`src/rtl/pipeline_ctrl.sv`:
```
// Hazard and sequencing controller for a five-stage pipeline (F, D, E, M, W).
// It drives the enable and synchronous clear of every pipeline register bank.
// Hazards handled: data-memory wait states, load-use stalls, taken-branch
// flushes and multi-cycle MDU operations (start/done handshake).
// It also keeps a saturating count of the cycles in which the PC is held.
//
//   state     | meaning
//   ----------+---------------------------------------------------------------
//   RUN       | normal flow; branch, load-use and MDU issue are handled here
//   MDU_WAIT  | MDU busy; front end held, bubbles go into M until done
//   MEM_WAIT  | data memory stalled; whole pipeline frozen until ready
//
// Outputs are combinational from the state and the inputs, so a hazard takes
// effect in the same cycle that it is seen.
// MEM_WAIT behaves like RUN as soon as the memory stall drops. A branch or
// MDU op that waited behind the stall is then handled on the release cycle.
module pipeline_ctrl #(
  parameter int unsigned CNT_WIDTH = 32
) (
  input  logic                 clk_i,
  input  logic                 reset,
  input  logic [4:0]           rs1_d,
  input  logic [4:0]           rs2_d,
  input  logic [4:0]           rd_e,
  input  logic                 load_e,
  input  logic                 pc_src_e,
  input  logic                 mdu_op_e,
  input  logic                 mdu_done,
  input  logic                 dmem_req_m,
  input  logic                 dmem_ready,
  output logic                 en_f,
  output logic                 en_d,
  output logic                 en_e,
  output logic                 en_m,
  output logic                 en_w,
  output logic                 flush_d,
  output logic                 flush_e,
  output logic                 flush_m,
  output logic                 mdu_go,
  output logic [CNT_WIDTH-1:0] stall_cnt,
  output logic [1:0]           state_o
);

  typedef enum logic [1:0] {
    ST_RUN      = 2'd0,
    ST_MDU_WAIT = 2'd1,
    ST_MEM_WAIT = 2'd2
  } state_t;

  localparam logic [CNT_WIDTH-1:0] CNT_MAX = '1;
  localparam logic [CNT_WIDTH-1:0] CNT_ONE = CNT_WIDTH'(1);

  state_t state_q;
  logic   done_q;
  logic   mem_stall;
  logic   lu_haz;
  logic   mdu_fin;

  // Hazard terms derived from the current pipeline contents.
  always_comb begin
    mem_stall = dmem_req_m & ~dmem_ready;
    lu_haz    = load_e & (rd_e != 5'd0) & ((rd_e == rs1_d) | (rd_e == rs2_d));
    // The done pulse may arrive while memory is stalled, so done_q keeps it.
    mdu_fin   = (mdu_done | done_q) & ~mem_stall;
  end

  // Enables, flushes and the MDU start pulse, in priority order.
  always_comb begin
    en_f    = 1'b1;
    en_d    = 1'b1;
    en_e    = 1'b1;
    en_m    = 1'b1;
    en_w    = 1'b1;
    flush_d = 1'b0;
    flush_e = 1'b0;
    flush_m = 1'b0;
    mdu_go  = 1'b0;
    if (reset) begin
      // Reset leaves every bank enabled and no flush or start pulse active.
    end else if (mem_stall) begin
      en_f = 1'b0;
      en_d = 1'b0;
      en_e = 1'b0;
      en_m = 1'b0;
      en_w = 1'b0;
    end else if (state_q == ST_MDU_WAIT) begin
      if (!mdu_fin) begin
        en_f    = 1'b0;
        en_d    = 1'b0;
        en_e    = 1'b0;
        flush_m = 1'b1;
      end
    end else if (mdu_op_e) begin
      mdu_go  = 1'b1;
      en_f    = 1'b0;
      en_d    = 1'b0;
      en_e    = 1'b0;
      flush_m = 1'b1;
    end else if (pc_src_e) begin
      flush_d = 1'b1;
      flush_e = 1'b1;
    end else if (lu_haz) begin
      en_f    = 1'b0;
      en_d    = 1'b0;
      flush_e = 1'b1;
    end
  end

  // Sequencing FSM and the latched MDU completion flag.
  always_ff @(posedge clk_i) begin
    if (reset) begin
      state_q <= ST_RUN;
      done_q  <= 1'b0;
    end else begin
      case (state_q)
        ST_MDU_WAIT: begin
          if (mdu_fin) begin
            state_q <= ST_RUN;
            done_q  <= 1'b0;
          end else begin
            done_q <= done_q | mdu_done;
          end
        end
        ST_RUN, ST_MEM_WAIT: begin
          done_q <= 1'b0;
          if (mem_stall) begin
            state_q <= ST_MEM_WAIT;
          end else if (mdu_op_e) begin
            state_q <= ST_MDU_WAIT;
          end else begin
            state_q <= ST_RUN;
          end
        end
        default: begin
          state_q <= ST_RUN;
          done_q  <= 1'b0;
        end
      endcase
    end
  end

  // Saturating count of cycles with the PC held.
  always_ff @(posedge clk_i) begin
    if (reset) begin
      stall_cnt <= '0;
    end else if (!en_f && (stall_cnt != CNT_MAX)) begin
      stall_cnt <= stall_cnt + CNT_ONE;
    end
  end

  assign state_o = state_q;

endmodule
```
`config.mk`:
```
export PLATFORM = sky130hd
export DESIGN_NAME = pipeline_ctrl
export DESIGN_NICKNAME = d
export VERILOG_FILES = /design/src/rtl/pipeline_ctrl.sv
export SDC_FILE = /design/constraint.sdc
export NUM_CORES = 1
export LEC_CHECK = 0
export BUFFER_PORTS_ARGS = -buffer_cell sky130_fd_sc_hd__buf_4
export CORE_UTILIZATION = 50
export DETAILED_ROUTE_END_ITERATION = 10
export GPL_TIMING_DRIVEN = 0
export PLACE_DENSITY = 0.9
export SYNTH_ARGS = -nofsm -noshare
export SYNTH_HDL_FRONTEND = slang
export SYNTH_SLANG_ARGS = --single-unit
export TNS_END_PERCENT = 1
```
`constraint.sdc`:
```
create_clock -name clk_i -period 2.7 [get_ports clk_i]
set_clock_uncertainty 0.1 [all_clocks]
set_input_delay 0.135 -clock clk_i [delete_from_list [all_inputs] [get_ports clk_i]]
set_output_delay 0.135 -clock clk_i [all_outputs]
set_load 0.01 [all_outputs]
```
## After elaboration in Yosys (flattened, before gate mapping)

Index checks and enable logic that the tools add are counted.

- Register bits: 35
- Input port bits: 23

- Add/subtract/negate cells: 1
- Equality and inequality tests: 6
- Mux-type cells: 36
- Bitwise gates (word level): 9
- Reduce and logical (&&, ||, !) cells: 6

Operators with widths:

| operator | count |
|---|---|
| $mux W1 | 33 |
| $add A32 B1 Y32 const B | 1 |
| $ne A32 B32 Y1 const B | 1 |
| $eq A5 B5 Y1 | 2 |
| $reduce_bool A5 Y1 | 1 |
| $and A1 B1 Y1 | 4 |
| $mux W2 | 2 |
| $pmux W2 S2 | 1 |
| $not A1 Y1 | 3 |
| $reduce_or A3 Y1 | 1 |
| $eq A2 B1 Y1 const B | 1 |
| $eq A2 B2 Y1 const B | 1 |
| $logic_not A2 Y1 | 1 |
| $ne A2 B2 Y1 const B | 1 |
| $or A1 B1 Y1 | 2 |
| $reduce_or A2 Y1 | 1 |
| $logic_and A1 B1 Y1 | 1 |
| $logic_not A1 Y1 | 1 |

## Logic depth before layout (Yosys ltp)

Gate-level depths: netlist of the first run.

- Word-level depth: 11
- Mapped depth: 10
- Depth with buffers taken out: 7

## Worst setup path after synthesis of the first run

OpenSTA, ideal clock, no wires.

- Kind: reg2reg
- Start point: register stall_cnt[0]
- End point: register stall_cnt[1]
- Library setup time: 0.129 ns
- Arrival time: 2.164 ns
- Required time: 2.471 ns
- Setup slack: 0.307 ns
- Cell stages (with the launch flop): 10
- Clock period less this slack: 2.393 ns
- Cells stage by stage: dfxtp_1 -> ha_1 -> nand3_1 -> nand3b_4 -> or4b_1 -> o211ai_2 -> buf_6 -> buf_8 -> mux2i_1 -> nor2_1

- Longest elaborated chain between the ends: 2

Ends and longest elaborated chain:

| what | line | source |
|---|---|---|
| from (decl) | 40 | `output logic [CNT_WIDTH-1:0] stall_cnt,` |
| from (signal assigned) | 147 | `stall_cnt <= stall_cnt + CNT_ONE;` |
| parallel branches: the longest is 2 deep, another holds $add A32 B1 Y32 | -- |  |

Several ways; the timed one is not identified.
A chain may end at the register's enable or synchronous reset.

## Final worst setup path of the first run

- Start point: register stall_cnt[0]
- End point: register stall_cnt[20]

Same word-level chain as after synthesis.

==> results.py, run 1 <==
metrics = {
    "status": {
        "status": "finished, final reports clean",
    },
    "floorplanning": {
        "placementRows": 22,
        "die_y_microns": 65.4,
        "core_sq_um": 3740,
        "die-width_microns": 65.4,
        "pin_count": 66,
        "die_area_sq_um": 4270,
        "start_util": 0.536,
    },
    "global_route": {
        "grt_overflow_total": 0,
        "top_usage_layer": "met2",
        "track_usage": 0.276,
        "grt_use_met2": 0.478,
        "grt_pass1_wl_microns": 9150,
        "grt_use_met1": 0.326,
        "grt_pass1_vias": 2039,
        "use_met3": 0.0503,
        "antenna_found_initial": 0,
        "grt_max_degree": 12,
    },
    "placed_design": {
        "portBuffers": 65,
        "place.gp.congestion": 0.836,
        "dp_slack_ns": -0.0221,
        "dp.cells": 357,
        "post-dp-hpwl_microns": 4010,
    },
    "final_layout": {
        "fin_util": 0.720,
        "layout_commonest_cell": "buf_4",
        "most-common-layout-cells": "buf_4 (70), dfxtp_1 (35), a21oi_1 (26)",
        "areaGrowthSynthToFinish_pct": 34.2,
        "drive_above_1_share": 0.298,
        "finalNonFillerCells": 367,
        "diodes": 0,
        "fin_nets": 342,
    },
    "hold_path": {
        "holdPathEnd": "state_o[1]",
        "hp-start": "dmem_ready",
        "hold_path.class": "in -> reg",
        "hold_depth": 4,
    },
    "worst_setup_path": {
        "r2r_setup_slack_ns": 0.18,
        "reg2reg_to": "stall_cnt[20]",
        "cp_data_required_time_ns": 2.82,
        "worst_setup_path_start_kind": "register",
        "cp_common_cell": "buf_6",
        "critPathTopFamily": "simple AND/OR/NAND/NOR gates",
        "slowest_delay_ns": 0.56,
        "rr_worst_depth": 9,
        "worstSetupStartpoint": "stall_cnt[0]",
        "critPathMaxFanout": 10,
        "critPathArrivalTime_ns": 2.63,
        "reg2reg_from": "stall_cnt[0]",
        "crit_slowest_cell": "or4b_1",
        "path_class": "reg -> reg",
        "cp_num_buf_inv": 2,
        "cp-end-kind": "register",
        "worstPathCellList": "ha_1 > nand3_2 > nand3b_4 > or4b_1 > o211ai_2 > buf_6 > buf_6 > o31ai_1 > a21oi_1",
    },
    "power": {
        "finalPower_mw": 1.20,
        "power_density_nw_per_um2": 447,
        "pwr-share-comb": 0.143,
        "p_sw_frac": 0.251,
        "switchingPower_mw": 0.302,
        "p_int_mw": 0.902,
        "seq_power_share": 0.436,
        "ir_worst_vdd_v": 0.000346,
        "p_leak_nw": 1.03,
        "pwr-share-clk": 0.420,
    },
    "clocking": {
        "max-clock-path-buffers": 2,
        "cts_buffers": 5,
        "root_buffer": "clkbuf_8",
        "cts_sinks": 35,
        "hold_buffers": 0,
        "cts.clk_slew.worst_paths_ns": 0.07,
        "cts_tree": "yes",
        "h-tree-depth": 2,
        "clkLatencyLatePin_ns": 0.29,
    },
    "sta": {
        "tightest_slew_ns": 0.504,
        "finalHoldViolCount": 0,
        "setup_viol": 0,
        "max_freq_mhz": 398,
        "final_max_slew_viol_count": 0,
        "setup_ws_ns": 0.184,
        "relSlewSlack": 0.664,
        "period_needed_ns": 2.52,
        "finalCritPeriodShare": 0.932,
        "grt_setup_unrepaired": "no",
    },
    "synthesis": {
        "yosysWarnings": 0,
        "synth_area_per_cell_sq_um": 8.23,
        "netlist_instances": 244,
        "syn_area_sq_um": 2010,
        "synthArstFlopShare": 0,
        "synth_edf_count": 0,
        "synth_ff_type": "dfxtp_1",
        "yosysSeqAreaShare": 0.349,
        "synth_fp_nets": 268,
        "yosysUniqueCellTypes": 46,
        "synth_seq_cells": 35,
    },
    "route": {
        "wl_per_cell_microns": 15.3,
        "firstDrtPassIters": 4,
        "ant_nets": 0,
        "drt_iter0_drc": 184,
        "drc": 0,
        "vias_per_cell": 6.06,
        "wirelength_microns": 5610,
        "vias": 2225,
    },
    "flow_run": {
        "maxCapViolCount": 0,
    },
}
==> worst max-delay path by stage <==
| stage | end | cells past startpoint |
|---|---|---|
| floorplan | stall_cnt[1] | 9 |
| global placement | stall_cnt[7] | 8 |
| detailed placement | stall_cnt[13] | 8 |
| CTS | stall_cnt[1] | 9 |
| global route | stall_cnt[23] | 7 |
| finish | stall_cnt[20] | 9 |
==> power by group through the flow <==
stage / sequential [mW] / combinational [mW] / clock (mW)
3_3_place_gp: 0.537 / 0.166 / 0
6_report: 0.525 / 0.173 / 0.506
5_1_grt: 0.526 / 0.185 / 0.528
3_5_place_dp: 0.537 / 0.170 / 0
2_1_floorplan: 0.539 / 0.0942 / 0
4_1_cts: 0.525 / 0.171 / 0.504
==> synth_stat cells (2+ instances only) <==
cell,number,area share
nor4_1,5,0.016
buf_2,2,0.0050
nand4_1,9,0.028
o21ai_0,2,0.0050
nand2b_1,2,0.0062
or3_1,14,0.044
a21oi_1,26,0.065
nand3_1,15,0.037
nor2_1,14,0.026
dfxtp_1,35,0.35
buf_4,3,0.011
and4_1,3,0.013
mux2_4,2,0.015
nand2_1,14,0.026
o41ai_1,3,0.013
and3_1,4,0.012
buf_1,2,0.0037
o21ai_1,14,0.035
nor2b_1,5,0.016
inv_1,8,0.015
or4_1,12,0.045
buf_6,4,0.022
clkbuf_1,4,0.0075
o31ai_1,11,0.041
xnor2_1,10,0.044
==> stage by stage <==
| step | setup TNS [ns] | area (sq um) | hold WS, ns |
|---|---|---|---|
| global placement | 0 | 2550 | 0.364 |
| CTS | 0 | 2670 | 0.0762 |
| floorplan | 0 | 2010 | 0.257 |
| global route | 0 | 2690 | 0.104 |
| detailed placement | -0.125 | 2550 | 0.374 |
| finish | 0 | 2690 | 0.0740 |
==> worst register-to-register path: stages, from the launching register on <==
cell      delay (ns)
dfxtp_1         0.39
ha_1            0.20
nand3_2         0.17
nand3b_4        0.23
or4b_1          0.56
o211ai_2        0.16
buf_6           0.19
buf_6           0.16
o31ai_1         0.10
a21oi_1         0.17
==> per-layer routing <==
layer / vias to the layer above / share of wire
met1: 1059 / 0.43
met3: 14 / 0.057
met4: 0 / 0.021
met5: - / 0
met2: 87 / 0.49
li1: 1065 / -
==> cell families (layout without fill, tap and decap cells) <==
group | Yosys count | after routing | synth area share
AOI/OAI and AO/OA | 65 | 65 | 0.199
xor gates and xnor gates | 11 | 11 | 0.0480
adders and majority gates | 1 | 1 | 0.00623
buffers and inverters | 24 | 99 | 0.0723
DFF | 35 | 35 | 0.349
muxes | 3 | 3 | 0.0200
and+or+nand+nor | 105 | 105 | 0.305
==> flip-flops by register name (all words and copies together), names as in the netlist <==
name,count
done_q,1
stall_cnt,32
state_o,2
==> area by class of cell <==
| type | count | area (sq um) |
|---|---|---|
| Buffer | 16 | 116 |
| Tap cell | 48 | 60.1 |
| Fill cell | 298 | 1050 |
| Inverter | 8 | 30.0 |
| Sequential cell | 35 | 701 |
| Clock buffer | 6 | 82.6 |
| Clock inverter | 2 | 35.0 |
| Multi-Input combinational cell | 185 | 1170 |
| Timing Repair Buffer | 67 | 503 |
==> what timing repair did <==
| action | 4_1_cts | 5_1_grt |
|---|---|---|
| endpoints found under the hold margin | 0 | 0 |
| gates resized for setup | 1 | 1 |
| gates cloned | 0 | 0 |
| setup endpoints to repair | 10 | 29 |
| buffers inserted | 0 | 2 |
Power figures use the tool's default switching activity.
==> run 2: changes to the inputs <==
Settings changed: CORE_ASPECT_RATIO set to 0.6.
==> run 2 against run 1 <==
Effect of this change: first-iteration DRC count is 8.2% higher; utilization is 0.60 points lower; global-route usage is 1.5 points higher; largest power group unchanged; critical endpoint is now stall_cnt[1]; setup slack worse by 0.0091 ns; non-clock buffer count is 1 higher.
==> results.py, run 2 (synthesis results as in run 1) <==
metrics = {
    "global_route": {
        "grt_overflow_total": 0,
        "antenna_found_initial": 0,
        "use_met3": 0.0679,
        "grt_max_degree": 11,
        "grt_use_met1": 0.382,
        "grt_pass1_wl_microns": 9800,
        "grt_use_met2": 0.470,
        "grt_pass1_vias": 2085,
        "top_usage_layer": "met2",
        "track_usage": 0.291,
    },
    "placed_design": {
        "dp_slack_ns": -0.0104,
        "place.gp.congestion": 0.862,
        "post-dp-hpwl_microns": 4350,
        "portBuffers": 65,
    },
    "clocking": {
        "cts_sinks": 35,
        "clkLatencyLatePin_ns": 0.30,
        "cts.clk_slew.worst_paths_ns": 0.08,
        "h-tree-depth": 2,
        "max-clock-path-buffers": 2,
        "root_buffer": "clkbuf_8",
        "cts_buffers": 5,
        "cts_tree": "yes",
        "hold_buffers": 0,
    },
    "flow_run": {
        "maxCapViolCount": 0,
    },
    "final_layout": {
        "fin_util": 0.714,
        "areaGrowthSynthToFinish_pct": 33.1,
        "largest_register_ffs": 32,
        "fin_nets": 343,
        "most-common-layout-cells": "buf_4 (71), dfxtp_1 (34), a21oi_1 (26)",
        "diodes": 0,
        "drive_above_1_share": 0.301,
        "regMostFlops": "stall_cnt",
        "layout_commonest_cell": "buf_4",
    },
    "sta": {
        "tightest_slew_ns": 0.562,
        "max_freq_mhz": 396,
        "finalHoldViolCount": 0,
        "setup_ws_ns": 0.175,
        "grt_setup_unrepaired": "no",
        "finalCritPeriodShare": 0.935,
        "final_max_slew_viol_count": 0,
        "period_needed_ns": 2.52,
        "relSlewSlack": 0.626,
        "setup_viol": 0,
    },
    "floorplanning": {
        "die_area_sq_um": 4280,
        "placementRows": 17,
        "die_y_microns": 51.1,
        "core_sq_um": 3740,
        "pin_count": 66,
        "start_util": 0.536,
        "die-width_microns": 83.8,
    },
    "route": {
        "firstDrtPassIters": 5,
        "drt_iter0_drc": 199,
        "vias": 2293,
        "wl_per_cell_microns": 16.7,
        "drc": 0,
        "ant_nets": 0,
        "vias_per_cell": 6.27,
        "wirelength_microns": 6110,
    },
    "status": {
        "status": "finished, final reports clean",
    },
    "worst_setup_path": {
        "cp-end-kind": "register",
        "critPathArrivalTime_ns": 2.58,
        "reg2reg_to": "stall_cnt[1]",
        "worst_setup_path_start_kind": "register",
        "worstPathCellList": "ha_1 > nand3_2 > nand3b_4 > or4b_1 > o211ai_2 > buf_6 > buf_8 > mux2i_1 > nor2_1",
        "reg2reg_from": "stall_cnt[1]",
        "slowest_delay_ns": 0.56,
        "cp_data_required_time_ns": 2.76,
        "r2r_setup_slack_ns": 0.18,
        "path_class": "reg -> reg",
        "crit_slowest_cell": "or4b_1",
        "rr_worst_depth": 9,
        "critPathMaxFanout": 10,
    },
    "power": {
        "finalPower_mw": 1.09,
        "power_density_nw_per_um2": 409,
        "p_leak_nw": 1.02,
        "ir_worst_vdd_v": 0.000285,
    },
    "hold_path": {
        "hold_path.class": "in -> reg",
        "hp-start": "dmem_ready",
        "holdPathEnd": "done_q",
        "hold_depth": 4,
    },
}
-- run 2: cell types whose count changed in the layout (fill, tap and decap cells not counted), sizes merged --
cell,change
bufinv,-1
buf,+1
-- run 2: stage by stage --
| step | cell area, sq um | setup TNS [ns] | hold WS [ns] | instances |
|---|---|---|---|---|
| 3_3_place_gp | 2550 | -0.0201 | 0.369 | 356 |
| 2_1_floorplan | 2010 | 0 | 0.257 | 244 |
| 4_1_cts | 2650 | 0 | 0.0822 | 363 |
| 3_5_place_dp | 2550 | -0.0262 | 0.383 | 356 |
| 6_report | 2670 | 0 | 0.0803 | 366 |
| 5_1_grt | 2670 | 0 | 0.120 | 366 |
-- run 2: cell type report --
type                       instances  area, sq um
timing repair buffer              68          510
sequential                        35          702
clock inverter                     1         5.00
fill                             301         1070
buffer                            16          116
multi-input combinational        185         1170
tap                               47         58.8
clock buffer                       6         82.6
inverter                           8         30.0
-- run 2: critical path: cells and delay by family (launching register included) --
| family | cells | cell delay, ns |
|---|---|---|
| adders and majority gates | 1 | 0.19 |
| DFF | 1 | 0.37 |
| muxes | 1 | 0.19 |
| buffers and inverters | 2 | 0.35 |
| and+or+nand+nor | 4 | 1.02 |
| AOI/OAI and AO/OA | 1 | 0.18 |
-- run 2: per-layer routing --
metal	part of all wire	vias to the layer above
met5	0	-
met4	0.015	0
met3	0.096	13
met2	0.45	143
met1	0.44	1074
li1	-	1063
-- run 2: worst max path at each step --
stage | from | endpoint | slack, ns | depth (start not counted)
finish | stall_cnt[1] | stall_cnt[1] | 0.18 | 9
global route | stall_cnt[1] | stall_cnt[1] | 0.01 | 9
CTS | stall_cnt[0] | stall_cnt[1] | 0.09 | 9
detailed placement | stall_cnt[0] | stall_cnt[9] | -0.01 | 8
global placement | stall_cnt[0] | stall_cnt[13] | -0.008 | 8
floorplan | stall_cnt[0] | stall_cnt[1] | 0.31 | 9
-- run 2: where the power goes --
group | switching [mW] | internal (mW)
clock | 0.193 | 0.200
combinational | 0.0900 | 0.0823
sequential | 0.00576 | 0.521
total | 0.288 | 0.803
-- run 2: timing repair --
item,in CTS,in global routing
buffers inserted,0,3
hold endpoints to repair,0,0
endpoints found under the setup margin,11,4
resized for setup,2,1
==> run 3: changes to the inputs <==
Settings changed: CORE_UTILIZATION 50 to 54, PLACE_DENSITY 0.9 to 0.95.
Clock period 2.7 ns to 3.17 ns, I/O delays scaled along.
==> run 3 against run 2 <==
Effect of this change: first-iteration DRC count up 19%; final cell count is 1.1% lower; setup slack gained 0.17 ns; wire length fell by 2.5%; utilization up 6.7 points; register-to-register slack improved by 0.17 ns; global-route usage rose by 1.5 points; maximum frequency is 11% lower; non-clock buffer count down 3; highest routed layer unchanged; sequential power is 15% lower; critical path depth decreased by 1; sequential cell count unchanged.
==> results.py, run 3 (synthesis results as in run 1) <==
metrics = {
    "floorplanning": {
        "pin_count": 66,
        "start_util": 0.590,
        "placementRows": 16,
        "die_area_sq_um": 3970,
        "die-width_microns": 80.7,
        "die_y_microns": 49.2,
        "core_sq_um": 3400,
    },
    "global_route": {
        "antenna_found_initial": 0,
        "track_usage": 0.306,
        "grt_pass1_vias": 1977,
        "grt_pass1_wl_microns": 9230,
        "grt_max_degree": 12,
        "grt_overflow_total": 0,
    },
    "route": {
        "vias": 2265,
        "firstDrtPassIters": 7,
        "wl_per_cell_microns": 16.4,
        "wirelength_microns": 5950,
        "vias_per_cell": 6.26,
        "ant_nets": 0,
        "drc": 0,
        "drt_iter0_drc": 236,
    },
    "sta": {
        "grt_setup_unrepaired": "no",
        "final_max_slew_viol_count": 0,
        "finalCritPeriodShare": 0.891,
        "fin_setup_tns_ns": 0,
        "relSlewSlack": 0.652,
        "tightest_slew_ns": 0.521,
        "finalHoldViolCount": 0,
        "max_freq_mhz": 354,
        "setup_viol": 0,
        "holdWs_ns": 0.119,
        "period_needed_ns": 2.83,
    },
    "clocking": {
        "cts.clk_slew.worst_paths_ns": 0.07,
        "clkLatencyLatePin_ns": 0.30,
        "hold_buffers": 0,
        "max-clock-path-buffers": 2,
        "cts_buffers": 5,
        "root_buffer": "clkbuf_8",
        "cts_setup_buffers": 0,
        "cts_sinks": 35,
        "cts.repair.resized": 0,
        "cts_tree": "yes",
        "h-tree-depth": 2,
    },
    "final_layout": {
        "fill_cells": 255,
        "largest_register_ffs": 32,
        "most-common-layout-cells": "buf_4 (68), dfxtp_1 (35), a21oi_1 (26)",
        "seqCellArea_sq_um": 701,
        "areaGrowthSynthToFinish_pct": 32.3,
        "drive_above_1_share": 0.287,
        "layout_commonest_cell": "buf_4",
        "final_area_sq_um": 2660,
        "regMostFlops": "stall_cnt",
        "diodes": 0,
        "fin_nets": 340,
        "multi_input_area_sq_um": 1160,
    },
    "worst_setup_path": {
        "cp_data_required_time_ns": 3.22,
        "critPathArrivalTime_ns": 2.88,
        "reg2reg_to": "stall_cnt[11]",
        "reg2reg_from": "stall_cnt[0]",
        "cp-end-kind": "register",
        "worstSetupStartpoint": "stall_cnt[0]",
        "r2r_setup_slack_ns": 0.34,
        "path_class": "reg -> reg",
        "critPathMaxFanout": 10,
        "crit_end": "stall_cnt[11]",
        "worst_setup_path_start_kind": "register",
        "rr_worst_depth": 8,
    },
    "flow_run": {
        "maxCapViolCount": 0,
    },
    "placed_design": {
        "post-dp-hpwl_microns": 4200,
        "place.gp.congestion": 0.888,
        "dpl_cell_area_sq_um": 2550,
        "portBuffers": 65,
    },
    "power": {
        "power_density_nw_per_um2": 363,
        "ir_worst_vdd_v": 0.000255,
        "p_leak_nw": 1.01,
    },
    "status": {
        "status": "finished, final reports clean",
    },
    "hold_path": {
        "hp-start": "dmem_ready",
        "hold_path.class": "in -> reg",
    },
}
## run 3: changes by cell type in the layout (fill, tap and decap cells not counted), sizes merged
cell,delta
clkinvlp,+1
buf,-3
clkinv,-1
clkbuf,+1
## run 3: worst max-delay path: stages, from the launching register on
cell      delay [ns]
dfxtp_1         0.40
ha_1            0.19
nand3_1         0.24
nand3b_4        0.30
or4b_1          0.58
o211ai_2        0.17
clkbuf_1        0.44
or3_1           0.20
a21oi_1         0.07
## run 3: layout make-up
type / instances / area share
Tap cell: 45 / 0.0212
Buffer: 16 / 0.0434
Clock buffer: 7 / 0.0363
Sequential cell: 35 / 0.264
Multi-Input combinational cell: 185 / 0.437
Clock inverter: 1 / 0.00283
Timing Repair Buffer: 65 / 0.184
Inverter: 8 / 0.0113
## run 3: power breakdown
group,internal [mW],total (mW),switching [mW]
logic,0.0697,0.146,0.0760
registers,0.443,0.448,0.00451
clock network,0.198,0.370,0.172
## run 3: worst min path at each step
stage                               end  slack, ns  cells past startpoint
final                        state_o[1]       0.12                      4
after global routing         state_o[1]       0.14                      4
after CTS                    state_o[1]       0.12                      4
after detailed placement  stall_cnt[28]       0.40                      2
after global placement       state_o[1]       0.36                      1
after floorplan                  done_q       0.28                      2
## run 3: per-layer routing
| layer | wire (microns) | global-route usage |
|---|---|---|
| met1 | 2550 | 0.396 |
| met5 | 0 | 0 |
| met3 | 735 | 0.103 |
| met4 | 71 | 0.0774 |
| met2 | 2590 | 0.490 |
## run 3: per-stage QoR
step / instances / worst slack, ns / utilization / power (mW)
6_report: 362 / 0.344 / 0.780 / 0.963
5_1_grt: 362 / 0.209 / 0.780 / 0.995
4_1_cts: 362 / 0.378 / 0.780 / 0.959
3_5_place_dp: 354 / 0.456 / 0.750 / 0.601
3_3_place_gp: 354 / 0.470 / 0.750 / 0.598
2_1_floorplan: 244 / 0.777 / - / 0.539
